===== src/rtl/serial_parity_receiver.sv =====
// UART-style frame deserialiser: start(0), d0..d3 LSB first, parity, stop(1).
// Presents data/parity with a one-cycle valid pulse; parity is not judged here.
module serial_parity_receiver #(
    parameter int CLKS_PER_BIT = 4,
    parameter int DATA_W       = 4
) (
    input  logic              clk,
    input  logic              reset,
    input  logic              rx,
    output logic [DATA_W-1:0] data,
    output logic              parity,
    output logic              valid,
    output logic              frame_err,
    output logic              busy
);

    localparam int CNT_W = $clog2(CLKS_PER_BIT);
    localparam int IDX_W = $clog2(DATA_W);
    localparam logic [CNT_W-1:0] HALF_CNT = CNT_W'(CLKS_PER_BIT / 2 - 1);
    localparam logic [CNT_W-1:0] LAST_CNT = CNT_W'(CLKS_PER_BIT - 1);
    localparam logic [IDX_W-1:0] LAST_IDX = IDX_W'(DATA_W - 1);

    typedef enum logic [2:0] {
        IDLE   = 3'd0,
        START  = 3'd1,
        DATA   = 3'd2,
        PARITY = 3'd3,
        STOP   = 3'd4
    } state_t;

    state_t            state;
    logic              rx_m;
    logic              rx_s;
    logic [CNT_W-1:0]  cnt;
    logic [IDX_W-1:0]  idx;
    logic [DATA_W-1:0] shreg;
    logic              par_q;

    // Synchroniser, frame FSM and registered outputs in one block.
    always_ff @(posedge clk or posedge reset) begin
        if (reset) begin
            rx_m      <= 1'b1;
            rx_s      <= 1'b1;
            state     <= IDLE;
            cnt       <= '0;
            idx       <= '0;
            shreg     <= '0;
            par_q     <= 1'b0;
            data      <= '0;
            parity    <= 1'b0;
            valid     <= 1'b0;
            frame_err <= 1'b0;
            busy      <= 1'b0;
        end else begin
            rx_m      <= rx;
            rx_s      <= rx_m;
            valid     <= 1'b0;
            frame_err <= 1'b0;
            case (state)
                IDLE: begin
                    cnt <= '0;
                    if (!rx_s) begin
                        state <= START;
                        busy  <= 1'b1;
                    end
                end
                START: begin
                    if (cnt == HALF_CNT) begin
                        cnt <= '0;
                        if (!rx_s) begin
                            state <= DATA;
                            idx   <= '0;
                        end else begin
                            // False start: line went back high before mid-bit.
                            state <= IDLE;
                            busy  <= 1'b0;
                        end
                    end else begin
                        cnt <= cnt + 1'b1;
                    end
                end
                DATA: begin
                    if (cnt == LAST_CNT) begin
                        cnt        <= '0;
                        shreg[idx] <= rx_s;
                        if (idx == LAST_IDX) begin
                            state <= PARITY;
                        end else begin
                            idx <= idx + 1'b1;
                        end
                    end else begin
                        cnt <= cnt + 1'b1;
                    end
                end
                PARITY: begin
                    if (cnt == LAST_CNT) begin
                        cnt   <= '0;
                        par_q <= rx_s;
                        state <= STOP;
                    end else begin
                        cnt <= cnt + 1'b1;
                    end
                end
                STOP: begin
                    if (cnt == LAST_CNT) begin
                        cnt   <= '0;
                        state <= IDLE;
                        busy  <= 1'b0;
                        if (rx_s) begin
                            data   <= shreg;
                            parity <= par_q;
                            valid  <= 1'b1;
                        end else begin
                            frame_err <= 1'b1;
                        end
                    end else begin
                        cnt <= cnt + 1'b1;
                    end
                end
                default: begin
                    state <= IDLE;
                    cnt   <= '0;
                    busy  <= 1'b0;
                end
            endcase
        end
    end

endmodule


===== config.mk =====
export PLATFORM = sky130hd
export DESIGN_NAME = serial_parity_receiver
export DESIGN_NICKNAME = d
export VERILOG_FILES = /design/src/rtl/serial_parity_receiver.sv
export SDC_FILE = /design/constraint.sdc
export NUM_CORES = 1
export LEC_CHECK = 0
export ABC_AREA = 1
export BUFFER_PORTS_ARGS = -buffer_cell sky130_fd_sc_hd__buf_4
export CAP_MARGIN = 20
export CORE_UTILIZATION = 50
export DETAILED_ROUTE_END_ITERATION = 7
export MAX_ROUTING_LAYER = met4
export PLACE_DENSITY = 0.7
export SKIP_LAST_GASP = 1
export SYNTH_ARGS = -nofsm -noshare
export SYNTH_HDL_FRONTEND = slang
export SYNTH_SLANG_ARGS = --single-unit

===== constraint.sdc =====
create_clock -name clk -period 1.33 [get_ports clk]
set_clock_uncertainty 0.05 [all_clocks]
set_input_delay 0.0665 -clock clk [delete_from_list [all_inputs] [get_ports clk]]
set_output_delay 0.0665 -clock clk [all_outputs]
set_load 0.1 [all_outputs]

# [Word level (Yosys, flattened, before mapping)]
# Cells that the tools add are included.
[word_totals] regBits=22 inputBits=3 output_inout_bits=8 wordCells=74
[op_classes] add_sub_neg=2 magnitude_cmp=2 n_eq_ne=16 n_mux=30 n_bitwise=1 reduce_logical=11
[op_table] cell="3-bit two-way mux" n=6
[op_table] cell="2-bit inequality test, second input constant" n=9
[op_table] cell="3-bit one-hot mux with 5 select lines" n=1
[op_table] cell="2-bit two-way mux" n=7
[op_table] cell="1-bit two-way mux" n=11
[op_table] cell="5-bit AND reduction" n=2
[op_table] cell="2-bit one-hot mux with 2 select lines" n=2
[op_table] cell="3-bit by 2-bit equality test with 1-bit output, second input constant" n=2
[op_table] cell="6-bit AND reduction" n=1
[op_table] cell="2-bit by 1-bit adder with 2-bit output, second input constant" n=2
[op_table] cell="4-bit bitwise mux" n=1
[op_table] cell="2-bit equality test, second input constant" n=2
[op_table] cell="1-bit one-hot mux with 4 select lines" n=1
[op_table] cell="2-bit AND reduction" n=2
[op_table] cell="3-bit by 1-bit equality test with 1-bit output, second input constant" n=1
[op_table] cell="3-bit equality test, second input constant" n=1
[op_table] cell="3-bit logical NOT" n=1
[op_table] cell="2-bit by 3-bit less-than comparator with 1-bit output, second input constant" n=1
[op_table] cell="3-bit AND reduction" n=1
[op_table] cell="3-bit OR reduction" n=1
[op_table] cell="1-bit demux with 2-bit select" n=1
[op_table] cell="2-bit by 1-bit equality test with 1-bit output, second input constant" n=1
[op_table] cell="2-bit by 1-bit greater-or-equal comparator with 1-bit output, second input constant" n=1
[op_table] cell="2-bit nonzero test" n=1
[op_table] cell="3 further kinds" n=3

# [Depth between registers and ports, before layout]
# Gate-level depths: netlist of run 1.
[depth] word_depth=5 depth_mapped=9 depth_no_buf=9

# [Least setup slack after synthesis of run 1]
# OpenSTA, ideal clock, no wires.
[synth_path] kind="register -> register" start="register cnt[0]" end="register state[0]" t_arrival_ps=1105 required_time_ps=1163 setup_slack_ps=58 stages_incl_launch_ff=9 n_path_buf=0 period_less_slack_ps=1272 cell_sequence="dfrtp_1 ha_1 inv_1 nand2_1 nand2_1 nor2_2 nand2_2 nand2_1 nand2_1"
[synth_via] elab_chain_len=3 word_cells_on_any_way=7 cone_classes="eq/ne: 6; reduce/logical: 1"
[synth_rtl] element="from (decl)" line="34" rtl="logic [CNT_W-1:0] cnt;"
[synth_rtl] element="from (signal assigned)" line="79" rtl="cnt <= cnt + 1'b1;"
[synth_rtl] element="from (signal assigned)" line="92" rtl="cnt <= cnt + 1'b1;"
[synth_rtl] element="from (signal assigned)" line="101" rtl="cnt <= cnt + 1'b1;"
[synth_rtl] element="2-bit equality test / 2-bit by 1-bit equality test with 1-bit output (equally long branches)"
[synth_rtl] element="2-bit inequality test (no source line)"
[synth_rtl] element="6-bit AND reduction (no source line) (*)"
[synth_rtl] element="to (signal assigned)" line="87" rtl="state <= PARITY;"
[synth_rtl] element="to (signal assigned)" line="99" rtl="state <= STOP;"
[synth_rtl] element="to (signal assigned)" line="107" rtl="state <= IDLE;"
[synth_rtl] element="to (decl)" line="31" rtl="state_t state;"
# Mark *: on every way between the ends. The rest lies on a longest branch, timed or not.
# A chain may end at the register's enable or synchronous reset.

# [Final worst setup path of run 1]
[layout_path] start="register state[1]" end="register data[2]"
[layout_via] elab_chain_len=2
[layout_rtl] element="from (signal assigned)" line="44" rtl="state <= IDLE;"
[layout_rtl] element="from (signal assigned)" line="63" rtl="state <= START;"
[layout_rtl] element="from (signal assigned)" line="71" rtl="state <= DATA;"
[layout_rtl] element="3-bit equality test" line="59" rtl="case (state)"
[layout_rtl] element="3-bit AND reduction (no source line)"
[layout_rtl] element="to (signal assigned)" line="110" rtl="data <= shreg;"
[layout_rtl] element="to (decl)" line="10" rtl="output logic [DATA_W-1:0] data,"
# Every way passes these cells.

==> metrics.md, run 1 <==
| Metric | Value |
|---|---|
| Global-route usage over all layers | 0.202 |
| Crit-path cells | inv_2, nand2_1, nor2_2, nand3_2, clkinv_2, nand2_1, nand2_1 |
| Max-cap violations | 0 |
| Xor/xnor cell area share of the yosys netlist | 0 |
| # rows | 16 |
| Static leakage | ~0.75 nW |
| Final Max Tran Viols | 0 |
| Crit share post-route | 1.04 |
| Worst hold path type | input port to asynchronous set/reset pin |
| Routed length per instance | approximately 12 um |
| Sequential power share | 0.352 |
| Synthesis-to-finish area growth | 30.9% |
| Most frequent cells in the layout | nand2_1 (45), buf_4 (22), dfrtp_1 (16) |
| Placed Area | 1310 sq um |
| DPL Wire Length | 1560 um |
| Mapped Cells | between 100 and 150 |
| Initial core utilization | 0.550 |
| Critical Path AT | between 1.5 and 2 ns |
| First-pass GRT wire length | about 3600 um |
| Reg2reg end | data[2]$_DFFE_PP0P_ |
| Sw power | between 1 and 1.5 mW |
| Nets | roughly 170 |
| Sw frac | 0.403 |
| P per Cell Area | ~1800 nW/um^2 |
| Clock root cell | clkbuf_4 |
| Max_slew headroom | 0.802 |
| Crit. End Element | flop |
| # fillers | 148 |
| FF-to-FF setup slack | -0.06 ns |
| Via-to-Cell Ratio | slightly below 5 |
| Crit Path Category | flop to flop |
| Clock share of power | 0.191 |
| 1st-iter DRT viols | 17 |
| Final GP Congestion | 0.889 |
| Worst-path maximum fanout | 6 |
| Core box area | 2020 sq um |
| R2R depth | 7 |
| Worst-Skew Late Latency | 0.31 ns |
| Slowest cell on the critical path | dfrtp_2 |
| Routed via count | roughly 900 |
| Yosys cell types | 20 |
| CTS max path bufs | 2 |
| Simple-Gate Fraction of Synth Area | 0.297 |
| Clock Pin Slew Worst Setup and Hold Paths | about 0.12 ns |
| Die W | just under 50 um |
| Synth Area in Adders | 0.0901 |
| Worst r2r src | state[1]$_DFFE_PP0P_ |
| Initial antenna violation count | 0 |
| Routed WL | 2250 um |
| Vias in the first global route | slightly below 900 |
| Combinational fraction of design power | 0.457 |
| Tmin final | ~1.4 ns |
| Setup_tns | -0.314 ns |
| Mux contribution to synthesized area | 0 |
| Compound-Gate Fraction of Synth Area | 0.0597 |
| Layout Utilization | 0.719 |
| Status | finished with violations |
| CP dominant cell by count | nand2_1 |
| Most common cell after layout, fill and taps aside | nand2_1 |
| Post-Syn Nets | 140 |
| CTS Buf Count | 3 |
| Sequential area share after synthesis | 0.498 |
| TritonCTS Sinks | 22 |
| Final Hold Viols | 0 |
| Drt first pass iters | 4 |
| Fmax | a little over 700 MHz |
| I/O Buffers | 10 |
| Routed Antenna Nets | 0 |
| DP Worst Slack | -0.00876 ns |
| Synth Cell Area | 1110 sq um |
| Final total power | between 2 and 3 mW |
| Worst path required time | roughly 1.5 ns |
| Internal power | about 1.6 mW |
| RSZ-0062 raised after global routing | yes |
| Post-Syn Area per Cell | ~8.6 sq um |
| Total congestion overflow | 0 |
| Largest net degree at the start of global routing | 18 |
| Synthesized flop and latch total | 22 |
| Critical Path Start Type | flop |
| Slew @ Worst Pin | 0.294 ns |
| Failing checks | negative setup slack |
| Largest family of logic cells by synthesized area | simple AND/OR/NAND/NOR gates |
| VDD IR max | 1510 uV |
| Final setup viols | 8 |
| Htree depth | 1 |
| Slowest stage delay, CP | between 0.4 and 0.5 ns |
| Finished Cell Area | ~1500 sq um |
| I/O Pins | 11 |
| CTS tree | yes |
| Antenna cells | 0 |
| Die Area | about 2400 sq um |
| Final WS setup | -0.0585 ns |
| DRC Markers | 0 |
| Yosys warning total | 0 |
| Die height | around 50 um |
| Fraction of layout cells with a size suffix above 1 | 0.363 |
-- flip-flops by register name, summed over array words and instances (netlist names) --
| name | count |
|---|---|
| busy | 1 |
| cnt | 2 |
| data | 4 |
| frame_err | 1 |
| idx | 2 |
| par_q | 1 |
| parity | 1 |
| rx_m | 1 |
| rx_s | 1 |
| shreg | 4 |
| state | 3 |
| valid | 1 |
-- cell type report --
class / count / area, sq um / share of cell area
repair buffers: 27 / 219 / 0.151
inverters: 16 / 61.3 / 0.0422
clock buffers: 3 / 22.5 / 0.0155
multi-input cells: 91 / 529 / 0.364
flip-flops and latches: 22 / 558 / 0.384
well taps: 27 / 33.8 / 0.0232
clock inverters: 1 / 30.0 / 0.0207
-- Yosys cell counts --
cell	number	area [sq um]
a21oi_2	1	8.76
dfstp_2	2	52.6
nand2_2	3	18.8
o21ai_1	6	30.0
nand3b_1	1	7.51
nor2_1	4	15.0
nand2_1	47	176
a21oi_1	1	5.00
nor2_2	3	18.8
nand3_1	7	35.0
o211ai_1	1	7.51
dfrtp_1	20	500
o21ai_0	3	15.0
nor2_4	2	22.5
nor4_1	1	6.26
nand3_2	3	30.0
clkinv_2	1	5.00
ha_1	8	100
inv_2	3	11.3
inv_1	12	45.0
-- what timing repair did --
| action | in CTS | in global routing |
|---|---|---|
| endpoints found under the hold margin | 21 | 0 |
| resized for setup | 2 | 14 |
| hold buffers | 2 | 0 |
| pin swaps | 2 | 7 |
| setup endpoints to repair | 6 | 16 |
| setup buffers | 0 | 3 |
-- worst max-delay path by stage --
stage / from / to / cells past startpoint
3_3_place_gp: state[0]$_DFFE_PP0P_ / idx[1]$_DFFE_PP0P_ / 7
2_1_floorplan: cnt[0]$_DFF_PP0_ / state[0]$_DFFE_PP0P_ / 8
4_1_cts: cnt[1]$_DFF_PP0_ / idx[0]$_DFFE_PP0P_ / 7
3_5_place_dp: cnt[1]$_DFF_PP0_ / idx[0]$_DFFE_PP0P_ / 7
6_report: state[1]$_DFFE_PP0P_ / data[2]$_DFFE_PP0P_ / 7
5_1_grt: state[1]$_DFFE_PP0P_ / data[3]$_DFFE_PP0P_ / 7
-- routing by layer --
layer	wire length, um	share of wire	global-route usage	up-vias
met5	0	0	-	-
met4	8	0.0036	0.0784	0
met3	75	0.033	0.0280	2
met2	1120	0.50	0.338	20
met1	1050	0.46	0.246	414
li1	-	-	-	466
-- power groups by stage --
stage / clock, mW / sequential [mW] / combinational, mW
2_1_floorplan: 0 / 1.02 / 0.652
3_3_place_gp: 0 / 0.922 / 1.04
3_5_place_dp: 0 / 0.929 / 1.06
4_1_cts: 0.525 / 0.918 / 1.08
5_1_grt: 0.553 / 0.959 / 1.36
6_report: 0.511 / 0.940 / 1.22
-- per-stage QoR --
step	hold slack, ns	cells
3_5_place_dp	-0.0620	178
5_1_grt	0.146	187
2_1_floorplan	0.00424	129
4_1_cts	0.145	184
6_report	0.154	187
3_3_place_gp	-0.0658	178
-- worst max-delay path: cells and delay by family (launching register included) --
family                 cells  cell delay (ns)
buffers and inverters      2             0.24
DFF                        1             0.48
and+or+nand+nor            5             0.56
-- cells by family after synthesis --
| group | after synthesis |
|---|---|
| AO/OA/AOI/OAI | 12 |
| adder cells (fa/ha/maj) | 8 |
| buffers and inverters | 16 |
| flip-flops | 22 |
| AND/OR/NAND/NOR | 71 |
Note: power is estimated with default switching activity, not from simulation.
==> run 2, diff against run 1 <==
--- a/config.mk
+++ b/config.mk
@@ -6,7 +6,7 @@
 export NUM_CORES = 1
 export LEC_CHECK = 0
 export ABC_AREA = 1
-export BUFFER_PORTS_ARGS = -buffer_cell sky130_fd_sc_hd__buf_4
+export BUFFER_PORTS_ARGS = -buffer_cell sky130_fd_sc_hd__buf_2
 export CAP_MARGIN = 20
 export CORE_UTILIZATION = 50
 export DETAILED_ROUTE_END_ITERATION = 7
==> run 2 against run 1 <==
  * The run still ends with negative setup slack left
  * Worst setup slack got worse by 0.0092 ns
  * Via count rose by 3.8%
  * Worst hold slack improved by 0.10 ns
  * Final cell count rose by 0.53%
  * Non-clock buffer count rose by 1
  * Sequential share of layout area rose by 0.58 points
  * Utilization fell by 1.2 points
  * Sequential power barely moved
  * First-iteration DRC count rose by 5.9%
  * Critical path type unchanged
  * Largest cell class unchanged
==> metrics.md, run 2 (synthesized netlist as in run 1, its figures left out) <==
| Metric | Value |
|---|---|
| Critical Path AT | 1.58 ns |
| Die height | about 49 um |
| RSZ-0062 raised after global routing | yes |
| CTS Buf Count | 3 |
| Core box area | a little over 2000 sq um |
| P per Cell Area | between 1500 and 2000 nW/um^2 |
| Final Hold Viols | 0 |
| Initial core utilization | 0.550 |
| 1st-iter DRT viols | 18 |
| CTS tree | yes |
| Worst-path maximum fanout | 5 |
| Final WS setup | -0.0677 ns |
| Final setup viols | 5 |
| Via-to-Cell Ratio | around 5.0 |
| Slew @ Worst Pin | between 0.4 and 0.5 ns |
| I/O Pins | 11 |
| Slowest cell on the critical path | dfrtp_2 |
| Htree depth | 1 |
| Clock root cell | clkbuf_4 |
| Global-route usage over all layers | 0.214 |
| Clock Pin Slew Worst Setup and Hold Paths | roughly 0.13 ns |
| I/O Buffers | 10 |
| Largest net degree at the start of global routing | 23 |
| Crit Path Category | flop to flop |
| VDD IR max | roughly 1400 uV |
| Crit share post-route | 1.05 |
| Tmin final | 1.40 ns |
| Fraction of layout cells with a size suffix above 1 | 0.373 |
| First-pass GRT wire length | about 3700 um |
| Critical Path Start Type | flop |
| Vias in the first global route | 852 |
| Die W | 49.1 um |
| Placed Area | 1280 sq um |
| Drt first pass iters | 4 |
| Routed via count | 936 |
| Synthesis-to-finish area growth | 28.6% |
| Routed Antenna Nets | 0 |
| Max_slew headroom | 0.676 |
| Die Area | about 2400 sq um |
| Status | finished with violations |
| CP Buf/Inv Count | 2 |
| Routed length per instance | 12.8 um |
| Crit-path cells | buf_4, nor2_2, inv_1, nand2_1, o21ai_1, a21oi_1 |
| # rows | 16 |
| CP delay by family, top | flip-flops |
| Regs by FF count | data x4, shreg x4, state x3 |
| Most common cell after layout, fill and taps aside | nand2_1 |
| Max-cap violations | 0 |
| Final Max Tran Viols | 0 |
| Worst path required time | about 1.5 ns |
| Finished Cell Area | between 1000 and 1500 sq um |
| DRC Markers | 0 |
| Crit. End Element | flop |
| Initial antenna violation count | 0 |
| Final GP Congestion | ~0.89 |
| Static leakage | 0.757 nW |
| CTS max path bufs | 2 |
| DPL Wire Length | between 1500 and 2000 um |
| Final total power | 2.66 mW |
| TritonCTS Sinks | 22 |
| Worst-Skew Late Latency | 0.31 ns |
| Fmax | 715 MHz |
| Failing checks | negative setup slack |
| Antenna cells | 0 |
| Most frequent cells in the layout | nand2_1 (44), dfrtp_1 (17), buf_4 (14) |
| Total congestion overflow | 0 |
| Slowest stage delay, CP | between 0.4 and 0.5 ns |
| Routed WL | about 2400 um |
| Worst hold path type | input port to asynchronous set/reset pin |
| Nets | ~170 |
==> run 2: path summary, 6_finish.rpt <==
check / start / to / slack, ns / cells after the start
setup / recovery: state[2]$_DFFE_PP0P_ / cnt[0]$_DFF_PP0_ / -0.07 / 6
hold reg to reg: rx_m$_DFF_PP1_ / rx_s$_DFF_PP1_ / 0.32 / 0
setup reg to reg: state[2]$_DFFE_PP0P_ / cnt[0]$_DFF_PP0_ / -0.07 / 6
min in group clk: rx_m$_DFF_PP1_ / rx_s$_DFF_PP1_ / 0.32 / 0
max in group asynchronous: reset / rx_m$_DFF_PP1_ / 0.69 / 4
hold / removal: reset / valid$_DFF_PP0_ / 0.26 / 4
==> run 2: where the power goes <==
group	switching [mW]	internal, mW
Sequential	0.144	0.798
Combinational	0.756	0.446
Clock	0.211	0.305
Total	1.11	1.55
==> run 2: repair_timing <==
action	CTS	global route
resized for setup	5	12
pin swaps	0	7
endpoints found under the setup margin	6	13
setup buffers	1	3
hold endpoints to repair	23	0
hold buffers	2	0
==> run 2: area by class of cell <==
cell class              instances  area, sq um
repair buffers                 28          198
well taps                      27         33.8
fillers                       150          593
flip-flops and latches         22          557
clock inverters                 1         30.0
clock buffers                   3         22.5
inverters                      16         61.3
multi-input cells              91          527
==> run 2: metal layers <==
layer,global-route usage,share of wire,vias up
li1,-,-,463
met2,0.354,0.50,24
met5,-,0,-
met3,0.0343,0.033,8
met4,0.0833,0.022,0
met1,0.261,0.44,441
==> run 2: worst min-delay path: stages <==
cell,delay [ns]
dlygate4sd3_1,0.53
buf_2,0.11
inv_1,0.04
buf_4,0.27
==> run 2: metrics by stage <==
step	utilization	std cells	hold slack [ns]	setup TNS [ns]	setup slack (ns)
4_1_cts	0.679	185	0.264	-0.0976	-0.0320
6_report	0.707	188	0.257	-0.232	-0.0677
5_1_grt	0.707	188	0.289	-1.03	-0.157
3_5_place_dp	0.636	178	0.0640	-0.0662	-0.0373
2_1_floorplan	-	129	0.00424	0	0.0585
3_3_place_gp	0.636	178	0.0565	0	0.0258
